==> config.mk <==
export PLATFORM = sky130hd
export DESIGN_NAME = uart_tx_responder_flat
export DESIGN_NICKNAME = d
export VERILOG_FILES = /design/src/rtl/uart_tx_responder_if.sv /design/src/rtl/uart_tx_responder.sv /design/src/flat_wrapper.sv
export SDC_FILE = /design/constraint.sdc
export NUM_CORES = 1
export LEC_CHECK = 0
export ABC_AREA = 1
export ABC_CLOCK_PERIOD_IN_PS = 3100
export CAP_MARGIN = 15
export CORE_MARGIN = 2
export CORE_UTILIZATION = 55
export DETAILED_ROUTE_END_ITERATION = 6
export HOLD_SLACK_MARGIN = 0.06
export PLACE_DENSITY = 0.86
export SLEW_MARGIN = 15
export SYNTH_ARGS = -nofsm -noshare
export SYNTH_HDL_FRONTEND = slang
export SYNTH_SLANG_ARGS = --single-unit
==> constraint.sdc <==
create_clock -name wb_clk_i -period 3.1 [get_ports wb_clk_i]
set_clock_uncertainty 0.2 [all_clocks]
set_input_delay 0.775 -clock wb_clk_i [delete_from_list [all_inputs] [get_ports wb_clk_i]]
set_output_delay 0.775 -clock wb_clk_i [all_outputs]
set_load 0.01 [all_outputs]
==> src/rtl/uart_tx_responder_if.sv <==
// Wishbone classic slave bundle for the UART transmit responder.
// The bus master drives the request side; the responder returns data and acknowledge.
interface uart_tx_responder_if;
    logic [4:0]  wb_addr_i;
    logic [31:0] wb_dat_i;
    logic [31:0] wb_dat_o;
    logic [3:0]  wb_sel_i;
    logic        wb_we_i;
    logic        wb_stb_i;
    logic        wb_cyc_i;
    logic        wb_ack_o;

    modport slave (
        input  wb_addr_i, wb_dat_i, wb_sel_i, wb_we_i, wb_stb_i, wb_cyc_i,
        output wb_dat_o, wb_ack_o
    );

    modport master (
        output wb_addr_i, wb_dat_i, wb_sel_i, wb_we_i, wb_stb_i, wb_cyc_i,
        input  wb_dat_o, wb_ack_o
    );
endinterface

==> src/rtl/uart_tx_responder.sv <==
// Wishbone-programmable UART transmitter: byte FIFO feeding an 8N1 serialiser
// with a runtime divisor, line status and a transmit-empty interrupt.
module uart_tx_responder #(
    parameter int          FIFO_DEPTH = 16,
    parameter logic [15:0] DIV_RST    = 16'd15
) (
    input  logic                wb_clk_i,
    input  logic                wb_rst_i,
    uart_tx_responder_if.slave  wb,
    output logic                int_o,
    output logic                baud_o,
    output logic                stx_pad_o
);
    localparam int AW = $clog2(FIFO_DEPTH);
    localparam logic [AW:0] DEPTH_CNT = FIFO_DEPTH[AW:0];

    typedef enum logic [1:0] {S_IDLE, S_START, S_DATA, S_STOP} state_t;

    state_t         state_q, state_d;
    logic           ack_q, ack_d;
    logic           rst_done_q, rst_done_d;
    logic [15:0]    div_q, div_d;
    logic           ier_q, ier_d;
    logic           ovr_q, ovr_d;
    logic [15:0]    cnt_q, cnt_d;
    logic [7:0]     shift_q, shift_d;
    logic [2:0]     bit_idx_q, bit_idx_d;
    logic [AW-1:0]  wr_ptr_q, wr_ptr_d;
    logic [AW-1:0]  rd_ptr_q, rd_ptr_d;
    logic [AW:0]    count_q, count_d;
    logic           stx_q, stx_d;
    logic           baud_q, baud_d;
    logic           int_q, int_d;

    logic [7:0]     mem [FIFO_DEPTH];

    logic           req, bus_wr, bus_rd, empty, full, thre, temt;
    logic           thr_wr, push, ovf, flush, lsr_rd, pop;
    logic [2:0]     reg_sel;
    logic [31:0]    rdata;
    logic           unused_bits;

    assign unused_bits = ^{wb.wb_dat_i[31:16], wb.wb_addr_i[1:0], wb.wb_sel_i[3:2]};

    // All register side effects happen in the ack cycle, while the master still holds the request.
    assign req     = wb.wb_cyc_i & wb.wb_stb_i;
    assign bus_wr  = ack_q & wb.wb_we_i;
    assign bus_rd  = ack_q & ~wb.wb_we_i;
    assign reg_sel = wb.wb_addr_i[4:2];
    assign empty   = (count_q == '0);
    assign full    = (count_q == DEPTH_CNT);
    assign thre    = empty;
    assign temt    = empty & (state_q == S_IDLE);
    assign thr_wr  = bus_wr & (reg_sel == 3'd0) & wb.wb_sel_i[0];
    assign push    = thr_wr & ~full;
    assign ovf     = thr_wr & full;
    assign flush   = bus_wr & (reg_sel == 3'd4) & wb.wb_sel_i[0] & wb.wb_dat_i[1];
    assign lsr_rd  = bus_rd & (reg_sel == 3'd3);
    assign pop     = (state_q == S_IDLE) & ~empty;

    always_comb begin
        rdata = '0;
        case (reg_sel)
            3'd1:    rdata = {16'd0, div_q};
            3'd2:    rdata = {31'd0, ier_q};
            3'd3:    rdata = {25'd0, temt, thre, 3'b000, ovr_q, full};
            default: rdata = '0;
        endcase
    end

    assign wb.wb_dat_o = ack_q ? rdata : 32'd0;
    assign wb.wb_ack_o = ack_q;

    always_comb begin
        state_d    = state_q;
        rst_done_d = 1'b1;
        ack_d      = req & ~ack_q & rst_done_q;
        div_d      = div_q;
        ier_d      = ier_q;
        ovr_d      = (ovr_q & ~lsr_rd) | ovf;
        cnt_d      = cnt_q;
        shift_d    = shift_q;
        bit_idx_d  = bit_idx_q;
        wr_ptr_d   = wr_ptr_q;
        rd_ptr_d   = rd_ptr_q;
        count_d    = count_q;

        if (bus_wr && reg_sel == 3'd1) begin
            if (wb.wb_sel_i[0]) div_d[7:0]  = wb.wb_dat_i[7:0];
            if (wb.wb_sel_i[1]) div_d[15:8] = wb.wb_dat_i[15:8];
        end
        if (bus_wr && reg_sel == 3'd2 && wb.wb_sel_i[0]) ier_d = wb.wb_dat_i[0];

        if (push) wr_ptr_d = wr_ptr_q + AW'(1);
        if (pop)  rd_ptr_d = rd_ptr_q + AW'(1);
        case ({push, pop})
            2'b10:   count_d = count_q + 1'b1;
            2'b01:   count_d = count_q - 1'b1;
            default: count_d = count_q;
        endcase
        // Flushing realigns the read side to the write side, discarding a same-cycle pop too.
        if (flush) begin
            rd_ptr_d = wr_ptr_d;
            count_d  = '0;
        end

        case (state_q)
            S_IDLE: begin
                if (pop) begin
                    shift_d = mem[rd_ptr_q];
                    cnt_d   = div_q;
                    state_d = S_START;
                end
            end
            S_START: begin
                if (cnt_q == '0) begin
                    cnt_d     = div_q;
                    bit_idx_d = '0;
                    state_d   = S_DATA;
                end else begin
                    cnt_d = cnt_q - 16'd1;
                end
            end
            S_DATA: begin
                if (cnt_q == '0) begin
                    cnt_d = div_q;
                    if (bit_idx_q == 3'd7) begin
                        state_d = S_STOP;
                    end else begin
                        bit_idx_d = bit_idx_q + 3'd1;
                        shift_d   = shift_q >> 1;
                    end
                end else begin
                    cnt_d = cnt_q - 16'd1;
                end
            end
            default: begin
                if (cnt_q == '0) state_d = S_IDLE;
                else             cnt_d   = cnt_q - 16'd1;
            end
        endcase

        // Outputs are registered from next-state values so they line up with the state they describe.
        case (state_d)
            S_START: stx_d = 1'b0;
            S_DATA:  stx_d = shift_d[0];
            default: stx_d = 1'b1;
        endcase
        baud_d = (state_d != S_IDLE) && (cnt_d == '0);
        int_d  = ier_q & empty;
    end

    always_ff @(posedge wb_clk_i) begin
        if (!wb_rst_i) begin
            state_q    <= S_IDLE;
            ack_q      <= 1'b0;
            rst_done_q <= 1'b0;
            div_q      <= DIV_RST;
            ier_q      <= 1'b0;
            ovr_q      <= 1'b0;
            cnt_q      <= '0;
            shift_q    <= '0;
            bit_idx_q  <= '0;
            wr_ptr_q   <= '0;
            rd_ptr_q   <= '0;
            count_q    <= '0;
            stx_q      <= 1'b1;
            baud_q     <= 1'b0;
            int_q      <= 1'b0;
        end else begin
            state_q    <= state_d;
            ack_q      <= ack_d;
            rst_done_q <= rst_done_d;
            div_q      <= div_d;
            ier_q      <= ier_d;
            ovr_q      <= ovr_d;
            cnt_q      <= cnt_d;
            shift_q    <= shift_d;
            bit_idx_q  <= bit_idx_d;
            wr_ptr_q   <= wr_ptr_d;
            rd_ptr_q   <= rd_ptr_d;
            count_q    <= count_d;
            stx_q      <= stx_d;
            baud_q     <= baud_d;
            int_q      <= int_d;
        end
    end

    always_ff @(posedge wb_clk_i) begin
        if (wb_rst_i && push) mem[wr_ptr_q] <= wb.wb_dat_i[7:0];
    end

    assign stx_pad_o = stx_q;
    assign baud_o    = baud_q;
    assign int_o     = int_q;
endmodule

==> src/flat_wrapper.sv <==
// flat-port wrapper written by rule: the top's interface ports become plain ports
module uart_tx_responder_flat 
#(
    parameter int          FIFO_DEPTH = 16,
    parameter logic [15:0] DIV_RST    = 16'd15
)
  (wb_clk_i, wb_rst_i, int_o, baud_o, stx_pad_o, wb_wb_addr_i, wb_wb_dat_i, wb_wb_sel_i, wb_wb_we_i, wb_wb_stb_i, wb_wb_cyc_i, wb_wb_dat_o, wb_wb_ack_o);
  uart_tx_responder_if wb_i ();
  input  logic wb_clk_i;
  input  logic wb_rst_i;
  output logic int_o;
  output logic baud_o;
  output logic stx_pad_o;
  input wire logic [$bits(wb_i.wb_addr_i)-1:0] wb_wb_addr_i;
  input wire logic [$bits(wb_i.wb_dat_i)-1:0] wb_wb_dat_i;
  input wire logic [$bits(wb_i.wb_sel_i)-1:0] wb_wb_sel_i;
  input wire logic [$bits(wb_i.wb_we_i)-1:0] wb_wb_we_i;
  input wire logic [$bits(wb_i.wb_stb_i)-1:0] wb_wb_stb_i;
  input wire logic [$bits(wb_i.wb_cyc_i)-1:0] wb_wb_cyc_i;
  output wire logic [$bits(wb_i.wb_dat_o)-1:0] wb_wb_dat_o;
  output wire logic [$bits(wb_i.wb_ack_o)-1:0] wb_wb_ack_o;
  assign wb_i.wb_addr_i = wb_wb_addr_i;
  assign wb_i.wb_dat_i = wb_wb_dat_i;
  assign wb_i.wb_sel_i = wb_wb_sel_i;
  assign wb_i.wb_we_i = wb_wb_we_i;
  assign wb_i.wb_stb_i = wb_wb_stb_i;
  assign wb_i.wb_cyc_i = wb_wb_cyc_i;
  assign wb_wb_dat_o = wb_i.wb_dat_o;
  assign wb_wb_ack_o = wb_i.wb_ack_o;
  uart_tx_responder #(.FIFO_DEPTH(FIFO_DEPTH), .DIV_RST(DIV_RST)) u_core (.wb_clk_i(wb_clk_i), .wb_rst_i(wb_rst_i), .wb(wb_i), .int_o(int_o), .baud_o(baud_o), .stx_pad_o(stx_pad_o));
endmodule
======== After elaboration in Yosys (flattened, before gate mapping) ========
Memory sizes are Yosys's and may differ from the RTL's. A register that Yosys moved wholly into a read port is not among the register bits.
Cells that the tools add are included.
word-level totals
  flip-flop bits (word level) ............. 65
  latch bits .............................. 0
  RAM bits ................................ 128
  memory bits (read-only) ................. 0
  input bits .............................. 46
  output and inout bits ................... 36
  word-level logic and storage cells ...... 115
  memories kept ........................... 1
cells by class
  add/sub/neg operators ................... 6
  multiply operators ...................... 0
  divide/modulo/power cells ............... 0
  magnitude comparators ................... 0
  equality and inequality tests ........... 16
  shift operators ......................... 0
  multiplexer cells ....................... 30
  bitwise gates (word level) .............. 24
  reductions and logical operators ........ 21
memories
  memory      depth  bits a word  read ports  clocked after Yosys merged registers in  wr ports  line                     source
  u_core.mem  16     8            1           1                                        1         uart_tx_responder.sv:35  logic [7:0] mem [FIFO_DEPTH];
operator list
  cell                                                count
  two-way mux 16 bit                                  4
  one-hot mux 16 bit (3 select lines)                 1
  zero test 16 bit                                    2
  one-hot mux 16 bit (2 select lines)                 1
  two-way mux 8 bit                                   3
  two-way mux 4 bit                                   5
  AND 1 bit                                           17
  one-hot mux 8 bit (2 select lines)                  1
  subtractor 16 x 1 -> 16 bit, second input constant  1
  two-way mux 2 bit                                   5
  one-hot mux 5 bit (2 select lines)                  1
  nonzero test 2 bit                                  5
  two-way mux 3 bit                                   3
  adder 4 x 1 -> 4 bit, second input constant         2
  AND reduction 4 bit                                 2
  == test 2 x 1 -> 1 bit, second input constant       3
  == test 2 bit, second input constant                3
  == test 3 x 2 -> 1 bit, second input constant       2
  == test 3 bit, second input constant                2
  != test 2 x 1 -> 1 bit, second input constant       3
  NOT 1 bit                                           6
  one-hot mux 2 bit (3 select lines)                  1
  one-hot mux 3 bit (2 select lines)                  1
  adder 5 x 1 -> 5 bit, second input constant         1
  other kinds (14)                                    22

======== Logic depth before layout (Yosys ltp) ========
Gate-level depths: netlist of the first run.
  word-level depth ........................ 8
  mapped depth ............................ 15
  mapped depth without buffers ............ 14

======== Least setup slack after synthesis of the first run ========
OpenSTA, ideal clock, no wires.
  kind .................................... flip-flop to flip-flop
  from .................................... register u_core.state_q[1]
  to ...................................... register u_core.count_q[4]
  library setup time ...................... 0.121 ns
  data arrival time ....................... 2.557 ns
  data required time ...................... 2.779 ns
  setup slack ............................. 0.222 ns
  stages on the path, launching flop included .. 16
  path buffers ............................ 2
  clock period less this slack ............ 2.878 ns
  path through ............................ dfxtp_1 -> inv_1 -> ha_1 -> buf_2 -> nand2_2 -> buf_2 -> clkinv_1 -> ha_1 -> ha_1 -> nand2_1 -> nor2_1 -> a211oi_1 -> o21ai_0 -> a21oi_1 -> nand2_1 -> nor3b_1
on the way
  longest elaborated chain between the ends .. 4
  elaborated cells between the ends (all ways) .. 6
  those cells by class .................... eq/ne: 2; mux: 1; bitwise: 1; reduce/logical: 2
ends and longest elaborated chain
  what                                                                             line                      source
  from (decl)                                                                      uart_tx_responder.sv:19   state_t state_q, state_d;
  from (signal assigned)                                                           uart_tx_responder.sv:171  state_q <= state_d;
  zero test 2 bit (*)                                                              uart_tx_responder.sv:59   assign pop = (state_q == S_IDLE) & ~empty;
  AND 1 bit (*)                                                                    uart_tx_responder.sv:59
  == test 2 x 1 -> 1 bit / == test 2 bit (equally long branches)                   uart_tx_responder.sv:96   case ({push, pop})
  one-hot mux 5 bit (2 select lines) / nonzero test 2 bit (equally long branches)  -
  to (signal assigned)                                                             uart_tx_responder.sv:182  count_q <= count_d;
  to (decl)                                                                        uart_tx_responder.sv:30   logic [AW:0] count_q, count_d;
Every way passes the cells marked *; elsewhere a longest branch is shown, timed or not.
A chain may end at the register's enable or synchronous reset.

======== Worst setup path after layout of the first run ========
  from .................................... input wb_wb_we_i
  to ...................................... register u_core.count_q[4]
on the way
  longest elaborated chain between the ends .. 6
  elaborated cells between the ends (all ways) .. 12
  those cells by class .................... eq/ne: 2; mux: 1; bitwise: 7; reduce/logical: 2
ends and longest elaborated chain
  what                                                                             line                     source
  from (decl)                                                                      flat_wrapper.sv:17       input wire logic [$bits(wb_i.wb_we_i)-1:0] wb_wb_we_i;
  AND 1 bit (*)                                                                    uart_tx_responder.sv:47  assign bus_wr = ack_q & wb.wb_we_i;
  AND 1 bit (2 in a row)                                                           uart_tx_responder.sv:54  assign thr_wr = bus_wr & (reg_sel == 3'd0) & wb.wb_sel_i[0];
  AND 1 bit                                                                        uart_tx_responder.sv:55  assign push = thr_wr & ~full;
  == test 2 x 1 -> 1 bit / == test 2 bit (equally long branches)                   uart_tx_responder.sv:96
  one-hot mux 5 bit (2 select lines) / nonzero test 2 bit (equally long branches)  -
Marks and branches as above.

==> results of run 1 <==
[final cells by class]
class | count | share of cell area [%]
clock buffers | 18 | 3.92
clock inverters | 14 | 1.91
inverters | 81 | 2.78
multi-input cells | 719 | 33.5
flip-flops and latches | 197 | 47.8
well taps | 220 | 2.52
repair buffers | 95 | 7.57
[flip-flops by register name, indices dropped and copies added (netlist names), 2 cells and up, named ones only]
| name | cells |
|---|---|
| u_core.mem | 128 |
| u_core.cnt_q | 16 |
| u_core.div_q | 16 |
| u_core.shift_q | 8 |
| u_core.count_q | 5 |
| u_core.rd_ptr_q | 4 |
| u_core.wr_ptr_q | 4 |
| u_core.bit_idx_q | 3 |
| u_core.state_q | 2 |
[where the power goes]
group | internal [mW] | total (mW) | switching [mW]
clock network | 1.31 | 2.36 | 1.05
logic | 1.46 | 4.36 | 2.90
registers | 3.00 | 3.23 | 0.228
total | 5.77 | 9.95 | 4.18
[worst min-delay path: stages (launching register included)]
cell and delay [ns]:
dfxtp_1 0.31, nand2_1 0.06, a21oi_1 0.05
[worst min-delay path by stage]
| stage | start | end |
|---|---|---|
| floorplan | u_core.rst_done_q$_DFF_P_ | u_core.wb.wb_ack_o$_SDFF_PN0_ |
| global placement | u_core.rst_done_q$_DFF_P_ | u_core.wb.wb_ack_o$_SDFF_PN0_ |
| detailed placement | u_core.shift_q[7]$_SDFFE_PN0P_ | u_core.shift_q[7]$_SDFFE_PN0P_ |
| CTS | u_core.shift_q[7]$_SDFFE_PN0P_ | u_core.shift_q[7]$_SDFFE_PN0P_ |
| global route | u_core.shift_q[7]$_SDFFE_PN0P_ | u_core.shift_q[7]$_SDFFE_PN0P_ |
| finish | u_core.shift_q[7]$_SDFFE_PN0P_ | u_core.shift_q[7]$_SDFFE_PN0P_ |
[cells by family after synthesis]
family / count (synthesis) / synth area share [%]
compound gates: 206 / 12.4
xor+xnor: 11 / 1.03
fa+ha+maj: 17 / 2.35
buf+inv: 138 / 6.50
flops: 197 / 55.7
other cells: 1 / 0.0400
simple gates: 469 / 22.0
[what timing repair did]
action / in CTS / in global routing
cloned: 0 / 0
gates resized for setup: 30 / 9
hold buffers: 0 / 0
pin swaps: 1 / 2
endpoints found under the setup margin: 16 / 3
setup buffers: 0 / 2
[layer usage]
metal	vias up	part of all wire, %	GRT usage, %
met2	417	48	43.2
met3	66	8.5	4.99
met4	0	3.3	10.5
met5	-	0	0
li1	3647	-	-
met1	3590	40	33.9
[cells in the mapped netlist (all sizes together), types with 11 or more instances]
| cell type | n |
|---|---|
| a21oi | 54 |
| buf | 31 |
| clkbuf | 26 |
| dfxtp | 69 |
| edfxtp | 128 |
| ha | 16 |
| inv | 78 |
| nand2 | 193 |
| nand3 | 63 |
| nand4 | 11 |
| nor2 | 185 |
| o21ai | 104 |
| o22ai | 15 |
[per-stage QoR]
stage / util, % / hold WS, ns / setup TNS, ns / area, µm² / cells
global placement: 61.5 / 0.232 / -5.51 / 10200 / 1310
floorplan: - / 0.225 / 0 / 9430 / 1054
global route: 65.7 / 0.287 / -0.0505 / 10900 / 1344
detailed placement: 61.5 / 0.257 / -8.60 / 10200 / 1310
CTS: 65.3 / 0.268 / 0 / 10900 / 1342
finish: 65.7 / 0.270 / 0 / 10900 / 1344
==> metrics.md, run 1 <==
| Metric | Value |
|---|---|
| Status | `complete, but fails checks` |
| Failing checks | `design-rule violations` |
| Initial Util | `56.3%` |
| Root buf cell | `clkbuf_16` |
| Placeable Area | `0.0166 mm²` |
| Area grow syn2layout | `16.6%` |
| CTS tree | `yes` |
| Die span in y | `135 µm` |
| Gr ovfl total | `0` |
| Total leakage power | `~4.3 nW` |
| Ports | `82` |
| Slew margin rel. | `46.0%` |
| Crit Path Class | `in -> reg` |
| Slowest stage delay, CP | `0.50 ns` |
| Depth of the worst register-to-register path | `13` |
| CP arrival | `3.12 ns` |
| Routed length per instance | `around 17 µm` |
| CTS Sinks | `197` |
| Vias | `7720` |
| Async SR Flop Fraction | `0%` |
| CP bufs+invs | `1` |
| Number of buffers created by CTS | `17` |
| CP delay by family, top | `simple AND/OR/NAND/NOR gates` |
| Synth warnings | `0` |
| PortBufs | `45` |
| Max-cap viol count | `0` |
| Synthesized area per cell | `between 9 and 10 µm²` |
| Pwr Density | `910 mW/mm²` |
| Pwr Total | `9.95 mW` |
| Total Wirelength | `23.1 mm` |
| Setup crit end | `u_core.count_q[4]$_SDFFE_PP0P_` |
| Least-Margin Pin Slew | `just over 0.8 ns` |
| Most frequent cells in the layout | `182 x nand2_1, 171 x nor2_1, 128 x edfxtp_1` |
| Setup WS post-layout | `0.105 ns` |
| Cells on Worst Hold Path | `2` |
| Gpl congestion | `0.917` |
| Syn Inst Count | `between 1000 and 1500` |
| Area leader, netlist | `edfxtp_1` |
| Clk slew on worst S/H paths | `0.08 ns` |
| RR Startpoint | `u_core.count_q[2]$_SDFFE_PP0P_` |
| Top-area cell type share of the netlist area | `between 40% and 50%` |
| CTS H-tree lvls | `4` |
| Cells taking the most area after synthesis | `edfxtp_1 41%, dfxtp_1 15%, nand2_1 7.3%` |
| Critical-path maximum fanout | `4` |
| Clk buf depth | `2` |
| Crit. Startpoint | `wb_wb_we_i` |
| Final hold vios | `0` |
| GRT Resource Usage Total | `26.0%` |
| Worst-skew pair later-pin latency | `0.44 ns` |
| Most common cell after layout, fill and taps aside | `nand2_1` |
| Crit path time final | `between 2 and 3 ns` |
| Worst Hold Class | `reg -> reg` |
| Worst flop-to-flop path endpoint | `u_core.count_q[4]$_SDFFE_PP0P_` |
| Setup crit start kind | `input pin` |
| Synth unique cells | `48` |
| DR vias/cell | `5.74` |
| Nets@finish | `1174` |
| Largest net degree at the start of global routing | `56` |
| Width of the die | `roughly 130 µm` |
| Reg2reg setup slack | `0.28 ns` |
| Row cnt | `between 40 and 50` |
| ANT nets after route | `0` |
| DR DRC count | `4` |
| Most used cell, CP | `nand2_1` |
| Cell Area, Synth | `0.00938 mm²` |
| CP endpoint kind | `flop` |
| DP Worst Slack | `-0.452 ns` |
| Critical path cell sequence | `clkdlybuf4s50_1 -> nand3_2 -> nor3b_4 -> nand2_2 -> ha_4 -> ha_1 -> nand2_1 -> nor2_1 -> a211oi_2 -> o21ai_0 -> a21oi_1 -> nand2_1 -> nor3b_1` |
| First-pass GRT wire length | `36.3 mm` |
| Initial drt markers | `between 1000 and 1500` |
| Vias in the first global route | `7187` |
| Fin. max-slew vios | `0` |
| Max Fclk | `around 330 MHz` |
| Register area | `around 0.0052 mm²` |
| Placed wire-length estimate | `14.9 mm` |
| Ys flop type | `edfxtp_1` |
| DR pass1 iterations | `7` |
| Die Area | `roughly 0.018 mm²` |
| CP required | `3.23 ns` |
| Final setup fails | `0` |
| Antenna violations before repair | `0` |
| Share of cells above drive strength 1 | `approximately an eighth` |
| Tcrit/Tclk final | `96.6%` |
| Multi-input logic area | `~0.0037 mm²` |
| Number of enable flip-flop cells after synthesis | `128` |
| Seq/Total Area, Yosys | `a little under three fifths` |
| Max VDD drop | `594 µV` |
| Post-synthesis register bit count | `~200` |
| CP Depth | `13` |
| FILL cells | `1216` |
| Critical-path top delay cell | `clkdlybuf4s50_1` |
| ANT cells | `0` |
Note: power is estimated with default switching activity, not from simulation.
==> inputs of run 2 (changes only) <==
CORE_MARGIN = 1   (was 2)
TNS_END_PERCENT = 5   (was not set)
==> run 2 against run 1 <==
Effect of this change: the run now ends clean; die area down 3.0%; wire length grew 0.83%; final area fell by 0.96%; critical endpoint is now wb_wb_dat_o[6].
==> metrics.md, run 2 (synthesis results as in run 1) <==
| Metric | Value |
|---|---|
| Width of the die | `133 µm (was 135 µm)` |
| RSZ-0062 raised after global routing | `true` |
| Initial Util | `56.3% (unchanged)` |
| Largest net degree at the start of global routing | `65 (was 56)` |
| Max-cap viol count | `0 (unchanged)` |
| Nets@finish | `1177 (was 1174)` |
| CP arrival | `1.97 ns (was 3.12 ns)` |
| CTS H-tree lvls | `4 (unchanged)` |
| Share of cells above drive strength 1 | `12.3% (was 12.0%)` |
| Routed length per instance | `17.3 µm (was 17.2 µm)` |
| Gpl congestion | `0.969 (was 0.917)` |
| DR vias/cell | `5.70 (was 5.74)` |
| Placed Area | `0.0103 mm² (was 0.0102 mm²)` |
| Gr ovfl total | `0 (unchanged)` |
| Slew margin rel. | `43.8% (was 46.0%)` |
| Inst Count DP | `1313 (was 1310)` |
| Vias | `7678 (was 7720)` |
| CP bufs+invs | `1 (unchanged)` |
| DR pass1 iterations | `5 (was 7)` |
| Ports | `82 (unchanged)` |
| Clk buf depth | `2 (unchanged)` |
| Placed wire-length estimate | `15.0 mm (was 14.9 mm)` |
| Number of buffers created by CTS | `17 (unchanged)` |
| Vias in the first global route | `7169 (was 7187)` |
| Most frequent cells in the layout | `183 x nand2_1, 172 x nor2_1, 128 x edfxtp_1 (was 182 x nand2_1, 171 x nor2_1, 128 x edfxtp_1)` |
| Least-Margin Pin Slew | `0.841 ns (was 0.808 ns)` |
| Worst flop-to-flop path endpoint | `u_core.count_q[4]$_SDFFE_PP0P_ (unchanged)` |
| Slowest stage delay, CP | `0.35 ns (was 0.50 ns)` |
| Crit. Startpoint | `u_core.count_q[1]$_SDFFE_PP0P_ (was wb_wb_we_i)` |
| Initial drt markers | `908 (was 1076)` |
| Die Area | `0.0176 mm² (was 0.0181 mm²)` |
| Total Wirelength | `23.3 mm (was 23.1 mm)` |
| Critical-path maximum fanout | `4 (unchanged)` |
| Row cnt | `47 (unchanged)` |
| Max reg flops | `128 (unchanged)` |
| CTS tree | `yes (unchanged)` |
| Antenna violations before repair | `0 (unchanged)` |
| Placeable Area | `0.0166 mm² (unchanged)` |
| ANT cells | `0 (unchanged)` |
| Area grow syn2layout | `15.5% (was 16.6%)` |
| Worst hold margin | `0.243 ns (was 0.270 ns)` |
| CP Depth | `6 (was 13)` |
| Max VDD drop | `564 µV (was 594 µV)` |
| ANT nets after route | `0 (unchanged)` |
| Die span in y | `133 µm (was 135 µm)` |
| Critical path cell sequence | `nor2_2 -> nand3_1 -> nor2_1 -> a22oi_1 -> nor2_1 -> clkdlybuf4s15_1 (was clkdlybuf4s50_1 -> nand3_2 -> nor3b_4 -> nand2_2 -> ha_4 -> ha_1 -> nand2_1 -> nor2_1 -> a211oi_2 -> o21ai_0 -> a21oi_1 -> nand2_1 -> nor3b_1)` |
| CTS Sinks | `197 (unchanged)` |
| Finished Layout Cells | `1347 (was 1344)` |
| Depth of the worst register-to-register path | `13 (unchanged)` |
| Worst-skew pair later-pin latency | `0.45 ns (was 0.44 ns)` |
| CP required | `2.12 ns (was 3.23 ns)` |
| Most used cell, CP | `nor2_1 (was nand2_1)` |
| Final hold vios | `0 (unchanged)` |
| First-pass GRT wire length | `36.5 mm (was 36.3 mm)` |
| CP endpoint kind | `output pin (was flop)` |
| Status | `finished clean (was complete, but fails checks)` |
| PortBufs | `45 (unchanged)` |
| FILL cells | `1267 (was 1216)` |
| Crit Path Class | `reg -> out (was in -> reg)` |
| Root buf cell | `clkbuf_16 (unchanged)` |
| RR Startpoint | `u_core.count_q[1]$_SDFFE_PP0P_ (was u_core.count_q[2]$_SDFFE_PP0P_)` |
| Critical-path top delay cell | `dfxtp_1 (was clkdlybuf4s50_1)` |
| Reg2reg setup slack | `0.36 ns (was 0.28 ns)` |
| Tcrit/Tclk final | `95.0% (was 96.6%)` |
| Total leakage power | `4.24 nW (was 4.27 nW)` |
| Fin. max-slew vios | `0 (unchanged)` |
| Top reg by flops | `u_core.mem (unchanged)` |
| Worst Hold Class | `reg -> reg (unchanged)` |
| CP delay by family, top | `simple AND/OR/NAND/NOR gates (unchanged)` |
| Most common cell after layout, fill and taps aside | `nand2_1 (unchanged)` |
| Finished Cell Area | `0.0108 mm² (was 0.0109 mm²)` |
| Setup crit end | `wb_wb_dat_o[6] (was u_core.count_q[4]$_SDFFE_PP0P_)` |
| Largest regs | `u_core.mem: 128 flops, u_core.cnt_q: 16 flops, u_core.div_q: 16 flops (unchanged)` |
| Clk slew on worst S/H paths | `0.07 ns (was 0.08 ns)` |
| Pwr Density | `907 mW/mm² (was 910 mW/mm²)` |
| Max Fclk | `340 MHz (was 334 MHz)` |
| Setup crit start kind | `flop (was input pin)` |
| GRT Resource Usage Total | `27.0% (was 26.0%)` |
| Final setup fails | `0 (unchanged)` |
| Crit path time final | `2.94 ns (was 2.99 ns)` |
| DR DRC count | `0 (was 4)` |
-- run 2: worst min path at each step --
stage | cells past startpoint | end | startpoint | slack, ns
2_1_floorplan | 2 | u_core.wb.wb_ack_o$_SDFF_PN0_ | u_core.rst_done_q$_DFF_P_ | 0.23
3_3_place_gp | 2 | u_core.wb.wb_ack_o$_SDFF_PN0_ | u_core.rst_done_q$_DFF_P_ | 0.23
3_5_place_dp | 2 | u_core.wb.wb_ack_o$_SDFF_PN0_ | u_core.rst_done_q$_DFF_P_ | 0.24
4_1_cts | 2 | u_core.wb.wb_ack_o$_SDFF_PN0_ | u_core.rst_done_q$_DFF_P_ | 0.25
5_1_grt | 2 | u_core.wb.wb_ack_o$_SDFF_PN0_ | u_core.rst_done_q$_DFF_P_ | 0.29
6_report | 2 | u_core.wb.wb_ack_o$_SDFF_PN0_ | u_core.rst_done_q$_DFF_P_ | 0.24
-- run 2: final cells by class --
| cell class | instances | area, µm² | share of cell area (%) |
|---|---|---|---|
| sequential | 197 | 5230 | 48.3 |
| multi-input combinational | 719 | 3610 | 33.3 |
| timing repair buffer | 98 | 816 | 7.53 |
| clock buffer | 20 | 437 | 4.03 |
| inverter | 81 | 304 | 2.81 |
| tap | 220 | 275 | 2.54 |
| clock inverter | 12 | 165 | 1.52 |
-- run 2: routing by layer --
metal	vias up	wire length, µm	track usage (%)
met1	3590	9620	35.0
met2	383	11100	44.1
met5	-	0	0
li1	3648	-	-
met3	57	1800	5.75
met4	0	762	11.1
-- run 2: power breakdown --
part	switching, mW	total, mW	internal (mW)
sequential	0.235	3.23	3.00
clock	1.04	2.27	1.22
combinational	2.88	4.33	1.45
-- run 2: tightest hold or removal path: stages, from the launching register on --
cell and delay (ns):
dfxtp_1 0.30, nand3_1 0.07, nor3_1 0.04
-- run 2: timing repair --
item,CTS,global route
pin swaps,1,1
endpoints found under the setup margin,16,9
hold buffers,0,0
resized for setup,56,6
buffers inserted,1,1
-- run 2: per-stage QoR --
stage	total power, mW	worst slack (ns)	utilization [%]	setup TNS, ns
final	9.83	0.156	65.1	0
after global routing	10.4	-0.000557	65.1	-0.000557
after CTS	9.71	0.00747	65.0	0
after detailed placement	7.43	-0.371	61.7	-5.39
after global placement	7.31	-0.342	61.7	-4.84
after floorplan	6.32	0.222	-	0
